[config.mk]
export PLATFORM = sky130hd
export DESIGN_NAME = gru_param_loader
export DESIGN_NICKNAME = d
export VERILOG_FILES = /design/src/rtl/gru_param_loader.sv
export SDC_FILE = /design/constraint.sdc
export NUM_CORES = 1
export LEC_CHECK = 0
export ABC_AREA = 1
export CAP_MARGIN = 20
export CORE_MARGIN = 2
export CORE_UTILIZATION = 44
export CTS_CLUSTER_SIZE = 30
export DETAILED_ROUTE_END_ITERATION = 10
export PLACE_DENSITY = 0.81
export RECOVER_POWER = 25
export SYNTH_ARGS = -nofsm -noshare
export SYNTH_HDL_FRONTEND = slang
export SYNTH_SLANG_ARGS = --single-unit
[constraint.sdc]
create_clock -name clk -period 1.56 [get_ports clk]
set_clock_uncertainty 0.1 [all_clocks]
set_input_delay 0.312 -clock clk [delete_from_list [all_inputs] [get_ports clk]]
set_output_delay 0.312 -clock clk [all_outputs]
set_load 0.02 [all_outputs]
[src/rtl/gru_param_loader.sv]
// ---------------------------------------------------------------------------
// gru_param_loader
//
// Parameter-fill stage for the GRU update gate. It takes one stream of
// FLOAT_W-bit words and writes them in a fixed order into three parameter
// stores: N_BIAS biases, then N_IN_W input weights, then N_REC_W recurrent
// weights. Every accepted word is written one cycle later through a
// registered write port.
//
// Optional feature macro: GRU_PARAM_CHECKSUM_EN
//   When defined, one extra stream word follows the recurrent weights. It is
//   compared with the running XOR of all parameter words, and the result is
//   reported on chk_err. When undefined, chk_err is tied to 0.
//
// Ports
//   clk        in   single clock, rising edge
//   rst        in   synchronous, active-high reset
//   start      in   one-cycle pulse that begins a full load (ignored while busy)
//   s_valid    in   stream word present
//   s_data     in   stream word
//   s_ready    out  a word is accepted this cycle if s_valid is high
//   wr_en      out  write strobe to the parameter stores
//   wr_sel     out  target store: 0 bias, 1 input weights, 2 recurrent weights
//   wr_addr    out  word index within the selected store
//   wr_data    out  word to write
//   busy       out  load in progress
//   done       out  load complete; held until the next accepted start or rst
//   chk_err    out  checksum mismatch (checksum build only, otherwise 0)
//   dbg_state  out  current FSM state encoding, for observation only
//
// Handshake: a word transfers on a rising edge where s_valid && s_ready.
// s_ready depends only on registered state and never on s_valid, so the
// upstream side may hold s_valid high without any combinational loop.
// ---------------------------------------------------------------------------
module gru_param_loader #(
    parameter int FLOAT_W = 32,
    parameter int N_BIAS  = 72,
    parameter int N_IN_W  = 1728,
    parameter int N_REC_W = 1728
) (
    input  logic               clk,
    input  logic               rst,
    input  logic               start,
    input  logic               s_valid,
    input  logic [FLOAT_W-1:0] s_data,
    output logic               s_ready,
    output logic               wr_en,
    output logic [1:0]         wr_sel,
    output logic [10:0]        wr_addr,
    output logic [FLOAT_W-1:0] wr_data,
    output logic               busy,
    output logic               done,
    output logic               chk_err,
    output logic [2:0]         dbg_state
);

    typedef enum logic [2:0] {
        S_IDLE  = 3'd0,
        S_BIAS  = 3'd1,
        S_IN_W  = 3'd2,
        S_REC_W = 3'd3,
`ifdef GRU_PARAM_CHECKSUM_EN
        S_CHECK = 3'd4,
`endif
        S_DONE  = 3'd5
    } state_t;

    localparam logic [10:0] LAST_BIAS = 11'(N_BIAS - 1);
    localparam logic [10:0] LAST_IN_W = 11'(N_IN_W - 1);
    localparam logic [10:0] LAST_REC  = 11'(N_REC_W - 1);

    state_t             r_state;
    state_t             w_state_nxt;
    logic [10:0]        r_addr;
    logic [10:0]        w_addr_nxt;

    logic               r_wr_en;
    logic [1:0]         r_wr_sel;
    logic [10:0]        r_wr_addr;
    logic [FLOAT_W-1:0] r_wr_data;

    logic               w_ready;
    logic               w_accept;
    logic               w_sec_wr;
    logic               w_load_start;
    logic [1:0]         w_sel;

    // Ready in every state that consumes stream words.
    always_comb begin
        w_ready = 1'b0;
        case (r_state)
            S_BIAS, S_IN_W, S_REC_W: w_ready = 1'b1;
`ifdef GRU_PARAM_CHECKSUM_EN
            S_CHECK:                 w_ready = 1'b1;
`endif
            default:                 w_ready = 1'b0;
        endcase
    end

    assign w_accept     = s_valid && w_ready;
    assign w_load_start = start && (r_state == S_IDLE || r_state == S_DONE);

    // Next state, address counter and section selector.
    always_comb begin
        w_state_nxt = r_state;
        w_addr_nxt  = r_addr;
        w_sec_wr    = 1'b0;
        w_sel       = 2'd0;
        case (r_state)
            S_IDLE, S_DONE: begin
                if (start) begin
                    w_state_nxt = S_BIAS;
                    w_addr_nxt  = 11'd0;
                end
            end
            S_BIAS: begin
                w_sel    = 2'd0;
                w_sec_wr = w_accept;
                if (w_accept) begin
                    if (r_addr == LAST_BIAS) begin
                        w_state_nxt = S_IN_W;
                        w_addr_nxt  = 11'd0;
                    end else begin
                        w_addr_nxt = r_addr + 11'd1;
                    end
                end
            end
            S_IN_W: begin
                w_sel    = 2'd1;
                w_sec_wr = w_accept;
                if (w_accept) begin
                    if (r_addr == LAST_IN_W) begin
                        w_state_nxt = S_REC_W;
                        w_addr_nxt  = 11'd0;
                    end else begin
                        w_addr_nxt = r_addr + 11'd1;
                    end
                end
            end
            S_REC_W: begin
                w_sel    = 2'd2;
                w_sec_wr = w_accept;
                if (w_accept) begin
                    if (r_addr == LAST_REC) begin
`ifdef GRU_PARAM_CHECKSUM_EN
                        w_state_nxt = S_CHECK;
`else
                        w_state_nxt = S_DONE;
`endif
                        w_addr_nxt  = 11'd0;
                    end else begin
                        w_addr_nxt = r_addr + 11'd1;
                    end
                end
            end
`ifdef GRU_PARAM_CHECKSUM_EN
            S_CHECK: begin
                // The checksum word is consumed but never written.
                if (w_accept) begin
                    w_state_nxt = S_DONE;
                end
            end
`endif
            default: begin
                w_state_nxt = S_IDLE;
                w_addr_nxt  = 11'd0;
            end
        endcase
    end

    always_ff @(posedge clk) begin
        if (rst) begin
            r_state   <= S_IDLE;
            r_addr    <= 11'd0;
            r_wr_en   <= 1'b0;
            r_wr_sel  <= 2'd0;
            r_wr_addr <= 11'd0;
            r_wr_data <= '0;
        end else begin
            r_state <= w_state_nxt;
            r_addr  <= w_addr_nxt;
            r_wr_en <= w_sec_wr;
            if (w_sec_wr) begin
                r_wr_sel  <= w_sel;
                r_wr_addr <= r_addr;
                r_wr_data <= s_data;
            end
        end
    end

`ifdef GRU_PARAM_CHECKSUM_EN
    logic [FLOAT_W-1:0] r_xor;
    logic               r_chk_err;

    always_ff @(posedge clk) begin
        if (rst) begin
            r_xor     <= '0;
            r_chk_err <= 1'b0;
        end else if (w_load_start) begin
            r_xor     <= '0;
            r_chk_err <= 1'b0;
        end else begin
            if (w_sec_wr) begin
                r_xor <= r_xor ^ s_data;
            end
            // Latched on the CHECK word so it rises together with done.
            if (r_state == S_CHECK && w_accept) begin
                r_chk_err <= (s_data != r_xor);
            end
        end
    end

    assign chk_err = r_chk_err;
`else
    assign chk_err = 1'b0;
`endif

    assign s_ready   = w_ready;
    assign busy      = w_ready;
    assign done      = (r_state == S_DONE);
    assign wr_en     = r_wr_en;
    assign wr_sel    = r_wr_sel;
    assign wr_addr   = r_wr_addr;
    assign wr_data   = r_wr_data;
    assign dbg_state = r_state;

endmodule

==> impl_metrics.tcl, run 1 <==
set metrics [dict create \
    endpoint_kind "output pin" \
    hold_violations 0 \
    syn_area_sq_um 2451 \
    ys_types 27 \
    clkTransAtPathRegs_ns 0.06 \
    syn_avg_cell_area_sq_um 7.428 \
    grt_max_degree 26 \
    port_buffers 87 \
    cpPeakStageDelay_ns 0.35 \
    rsz0062_at_grt "true" \
    slew_headroom_pct 64.11 \
    drv_cap 0 \
    cts-root-buf "clkbuf_8" \
    path_delay_family "buffers and inverters" \
    grt_pass1_vias 2365 \
    grt-ovfl-total 0 \
    leakage_nw 1.654 \
    worst_pin_slew_ns 0.5378 \
    h-tree-depth 3 \
    design.die.area_sq_um 6183 \
    core_sq_um 5439 \
    synth.largest_area_cell "dfxtp_1" \
    min_period_ns 1.505 \
    timing.final.crit_share_pct 96.48 \
    cp.arrival_ns 1.09 \
    place_hpwl_mm 4.464 \
    routed_wl_mm 6.289 \
    routabilityCongestion 0.8284 \
    drc 0 \
    crit_buf_inv 2 \
    critPathKind "reg -> out" \
    io_pins 89 \
    hold_path.class "reg -> reg" \
    setup_tns_ns 0 \
    clock_latency_ns 0.32 \
    die_w_um 78.64 \
    multi_input_area_sq_um 1110 \
    path_max_fanout 3 \
    critPathRequiredTime_ns 1.15 \
    clock_sinks 60 \
    fin_area_sq_um 3712 \
    ys_seq_area_share_pct 49.00 \
    place_ws_ns -0.1952 \
    antenna_found_initial 0 \
    syn_nets 367 \
    cts_buffers 9 \
    avgViaCountPerCell 4.755 \
    seqCellArea_sq_um 1205 \
    die_h_um 78.64 \
    grt_pass1_wl_mm 10.30 \
    start_util_pct 45.07 \
    syn_inst 330 \
    drt_iter0_drc 109 \
    grt_usage_pct 20.98 \
    vdd_drop_max_mv 0.9902 \
    cts_buffer_depth 2 \
    tritoncts "done" \
    final_cell_mix "nand2_1 (114), dfxtp_1 (57), dlygate4sd2_1 (48), a21oi_1 (47), clkdlybuf4s50_1 (35)" \
    fin_ws_ns 0.05485 \
    num_rows 27 \
    placed_area_sq_um 3523 \
    layout-drive-gt1-share_pct 16.52 \
    synthTopCellsByArea "dfxtp_1 (49%), nand2_1 (18%), a21oi_1 (9.6%)" \
    final_common_cell "nand2_1" \
    wire_per_inst_um 12.24 \
    power_density_nw_per_um2 1613 \
    synth_seq_cells 60 \
    fmax_mhz 664.4 \
    cp_slowest_cell "dfxtp_2" \
    setup_viol 0 \
    fill_cells 459 \
    status "completed" \
    antenna_cells 0 \
    syn2layout_area_growth_pct 51.45 \
    antenna_left 0 \
    vias 2444 \
    ys.warnings.count 0 \
    yosysTopAreaCellShare_pct 49.00 \
    slew_viol_final 0 \
    finalNetCount 474 \
    cp-start-kind "register" \
    drtPass1Iterations 4 \
    crit_chain "buf_4 -> dlygate4sd2_1" \
]
-- final timing paths --
path	start	endpoint	slack [ns]	cells after the start
worst min register to register	wr_data[3]$_SDFFE_PP0P_	wr_data[3]$_SDFFE_PP0P_	0.36	2
worst max-delay path	dbg_state[0]$_SDFFE_PP0P_	dbg_state[0]	0.05	2
worst min-delay path	wr_data[3]$_SDFFE_PP0P_	wr_data[3]$_SDFFE_PP0P_	0.36	2
worst max register to register	r_addr[3]$_SDFFE_PP0P_	r_addr[0]$_SDFFE_PP0P_	0.09	7
-- cells in the mapped netlist --
cell,instances
conb_1,1
nand2_2,5
nand4_1,4
o21ai_1,7
nand3_4,3
clkinv_1,1
buf_6,1
inv_1,15
buf_2,9
or2_0,1
clkbuf_1,3
o21bai_1,1
o21ai_0,4
buf_1,1
dfxtp_1,60
inv_2,7
ha_1,1
nor3_1,1
nor3_2,1
buf_4,3
o22ai_2,2
a21oi_1,47
xor2_1,3
nand3_1,8
nand2_1,117
nor2_2,2
nor2_1,22
-- sequential cells by signal, summed over array words and instances, names as in the netlist --
signal / flops
dbg_state: 3
wr_sel: 2
wr_addr: 11
r_addr: 11
wr_en: 1
wr_data: 32
-- power by group --
part | internal [mW] | switching (mW) | leakage, nW
sequential | 1.79 | 0.129 | 0.489
combinational | 1.04 | 1.52 | 1.06
clock | 0.942 | 0.563 | 0.107
total | 3.77 | 2.21 | 1.65
-- kinds of logic after synthesis --
family | after synthesis | share of synthesized area (%)
xor+xnor | 3 | 1.072
fa+ha+maj | 1 | 0.5104
compound gates | 61 | 13.17
simple gates | 164 | 28.74
buf+inv | 40 | 7.350
flops | 60 | 49.00
other cells | 1 | 0.1530
-- metrics by stage --
stage | instances | util (%) | power (mW) | hold WS (ns)
after floorplan | 330 | - | 3.486 | 0.3075
after global placement | 496 | 64.78 | 4.616 | 0.3520
after detailed placement | 496 | 64.78 | 4.661 | 0.3563
after CTS | 512 | 67.66 | 5.995 | 0.3634
after global routing | 514 | 68.25 | 6.408 | 0.3768
final | 514 | 68.25 | 5.986 | 0.3583
-- worst register-to-register path, cell delays in order (launching register included) --
cell	delay [ns]
dfxtp_1	0.38
nand2_1	0.15
nor3_2	0.20
nand2_1	0.10
nand2_2	0.10
nand2_1	0.11
nand2_1	0.13
a21oi_1	0.08
-- per-layer routing --
metal	global-route usage, %	share of wire, %	vias to the layer above
li1	-	-	1263
met1	25.79	45	1090
met2	34.70	47	78
met3	4.713	5.8	13
met4	10.00	2.1	0
met5	0	0	-
-- repair_timing --
action,4_1_cts,5_1_grt
gates resized for setup,63,11
pin swaps,0,5
gates cloned,0,1
hold buffers,0,0
endpoints found under the setup margin,60,18
buffers inserted,0,1
-- cell type report --
type	instances	share of cell area, %
Sequential cell	60	32.46
Inverter	23	2.326
Tap cell	72	2.427
Clock inverter	4	1.955
Timing Repair Buffer	112	27.03
Clock buffer	12	3.910
Multi-Input combinational cell	231	29.90
Note: power is estimated with default switching activity, not from simulation.
==> inputs of run 2 (changes only) <==
--- a/config.mk
+++ b/config.mk
@@ -6,13 +6,13 @@
 export NUM_CORES = 1
 export LEC_CHECK = 0
 export ABC_AREA = 1
-export CAP_MARGIN = 20
 export CORE_MARGIN = 2
 export CORE_UTILIZATION = 44
 export CTS_CLUSTER_SIZE = 30
 export DETAILED_ROUTE_END_ITERATION = 10
 export PLACE_DENSITY = 0.81
 export RECOVER_POWER = 25
+export SLEW_MARGIN = 10
 export SYNTH_ARGS = -nofsm -noshare
 export SYNTH_HDL_FRONTEND = slang
 export SYNTH_SLANG_ARGS = --single-unit
==> results of run 2 <==
Final layout, timing and power as in run 1 (identical DEF).
==> inputs of run 3 (changes only) <==
--- a/config.mk
+++ b/config.mk
@@ -12,7 +12,9 @@
 export DETAILED_ROUTE_END_ITERATION = 10
 export PLACE_DENSITY = 0.81
 export RECOVER_POWER = 25
+export SKIP_LAST_GASP = 1
 export SLEW_MARGIN = 10
 export SYNTH_ARGS = -nofsm -noshare
 export SYNTH_HDL_FRONTEND = slang
 export SYNTH_SLANG_ARGS = --single-unit
+export TNS_END_PERCENT = 20
==> constraint.sdc (replaced) <==
create_clock -name clk -period 1.56 [get_ports clk]
set_clock_uncertainty 0.1 [all_clocks]
set_input_delay 0.156 -clock clk [delete_from_list [all_inputs] [get_ports clk]]
set_output_delay 0.156 -clock clk [all_outputs]
set_load 0.02 [all_outputs]
==> run 3 against run 2 <==
The run now ends with setup timing left. Non-clock buffer count fell by 8. Clock power rose by 17%. Sequential share of layout area is 0.77 points lower. Register-to-register slack got worse by 0.02 ns. Largest power group unchanged.
==> impl_metrics.tcl, run 3 (synthesis gave the netlist of run 1 again) <==
set metrics [dict create \
    wire_per_inst_um 12.30 \
    grt_usage_pct 20.48 \
    status "finished with violations" \
    drc 0 \
    grt_pass1_wl_mm 9.936 \
    core_sq_um 5439 \
    start_util_pct 45.07 \
    crit_start "dbg_state[0]$_SDFFE_PP0P_" \
    placed_area_sq_um 3476 \
    finalNetCount 466 \
    grt_max_degree 39 \
    cts_buffers 9 \
    clkPwrFrac_pct 27.9 \
    leakage_nw 1.471 \
    grt_pass1_vias 2215 \
    p_sw_mw 2.267 \
    cp_slowest_cell "dfxtp_2" \
    path_delay_family "buffers and inverters" \
    tritoncts "done" \
    place_hpwl_mm 4.305 \
    fmax_mhz 632.5 \
    slew_headroom_pct 59.36 \
    fin_ws_ns -0.02112 \
    layout-drive-gt1-share_pct 14.75 \
    avgViaCountPerCell 4.783 \
    worst_pin_slew_ns 0.6089 \
    cts-root-buf "clkbuf_8" \
    cpPeakStageDelay_ns 0.37 \
    critPathKind "reg -> out" \
    hold_violations 0 \
    endpoint_kind "output pin" \
    vdd_drop_max_mv 0.8648 \
    hold_ws_ns 0.2721 \
    drtPass1Iterations 4 \
    largest_register_ffs 32 \
    sw_frac_of_total_pct 35.86 \
    routabilityCongestion 0.8079 \
    min_period_ns 1.581 \
    hold_path.class "in -> reg" \
    die_w_um 78.64 \
    cp-start-kind "register" \
    clock_sinks 60 \
    syn2layout_area_growth_pct 54.98 \
    h-tree-depth 3 \
    final_cell_mix "nand2_1 (112), clkdlybuf4s50_1 (82), dfxtp_1 (58), a21oi_1 (47), nor2_1 (21)" \
    cts_hold_buf 0 \
    clock_latency_ns 0.33 \
    worstHoldStart "s_data[15]" \
    antenna_found_initial 0 \
    final_common_cell "nand2_1" \
    path_max_fanout 4 \
    num_rows 27 \
    utilization_pct 69.84 \
    pwr-share-comb_pct 41.7 \
    r2r_start "r_addr[0]$_SDFFE_PP0P_" \
    fin_area_sq_um 3799 \
    routed_wl_mm 6.222 \
    crit_buf_inv 3 \
    drt_iter0_drc 124 \
    cts_buffer_depth 2 \
    clkTransAtPathRegs_ns 0.07 \
    drv_cap 0 \
    crit_chain "inv_2 -> nand2_2 -> nand2_1 -> inv_1 -> dlygate4sd2_1" \
    timing.final.crit_share_pct 101.4 \
    port_buffers 87 \
    power.internal_mw 4.055 \
    fill_cells 440 \
    power_density_nw_per_um2 1664 \
    cp.arrival_ns 1.33 \
    power_frac_seq_pct 30.4 \
    design.die.area_sq_um 6183 \
    antenna_left 0 \
    slew_viol_final 0 \
    die_h_um 78.64 \
    grt-ovfl-total 0 \
    critPathRequiredTime_ns 1.30 \
    antenna_cells 0 \
    vias 2420 \
    setup_viol 2 \
    violations "setup timing" \
    rsz0062_at_grt "true" \
    io_pins 89 \
]
-- run 3: stage by stage --
step                setup WS, ns  setup TNS (ns)  power, mW  cells
global route             -0.1100          -1.307      6.687    506
global placement        -0.03333        -0.06549      4.482    488
CTS                      -0.1194         -0.4982      6.275    504
detailed placement      -0.03973         -0.1336      4.513    488
finish                  -0.02112        -0.03339      6.322    506
floorplan                0.08505               0      3.486    330
-- run 3: timing repair --
item | CTS | global route
setup buffers | 0 | 1
endpoints found under the setup margin | 22 | 62
gates resized for setup | 7 | 16
pin swaps | 0 | 5
cloned | 0 | 1
-- run 3: metal layers --
metal / GRT usage [%] / routed length (um)
met2: 32.99 / 2964
met5: 0 / 0
met3: 6.437 / 405
met4: 8.947 / 87
met1: 25.09 / 2765
-- run 3: final cells by class --
type / count / area (sq um) / area share, %
clock buffers: 11 / 151.4 / 3.986
clock inverters: 5 / 107.6 / 2.833
inverters: 23 / 86.33 / 2.273
multi-input cells: 231 / 1137 / 29.94
flip-flops and latches: 60 / 1204 / 31.69
well taps: 72 / 90.09 / 2.372
repair buffers: 104 / 1022 / 26.91
-- run 3: tightest hold or removal path, delay by kind of cell --
family,cells,cell delay [ns]
and+or+nand+nor,1,0.06
AOI/OAI and AO/OA,1,0.05
buffers and inverters,1,0.39
-- run 3: path summary, 6_finish.rpt --
path	endpoint	slack, ns	cells past startpoint
worst max-delay path	busy	-0.02	5
worst min-delay path	wr_data[15]$_SDFFE_PP0P_	0.27	3
worst min register to register	wr_data[0]$_SDFFE_PP0P_	0.36	2
worst max register to register	dbg_state[0]$_SDFFE_PP0P_	0.07	9
-- run 3: power groups by stage --
stage	registers (mW)	logic, mW	clock network, mW
after floorplan	2.24	1.25	0
after global placement	1.94	2.54	0
after detailed placement	1.95	2.57	0
after CTS	1.93	2.55	1.80
after global routing	1.96	2.86	1.86
final	1.92	2.64	1.76
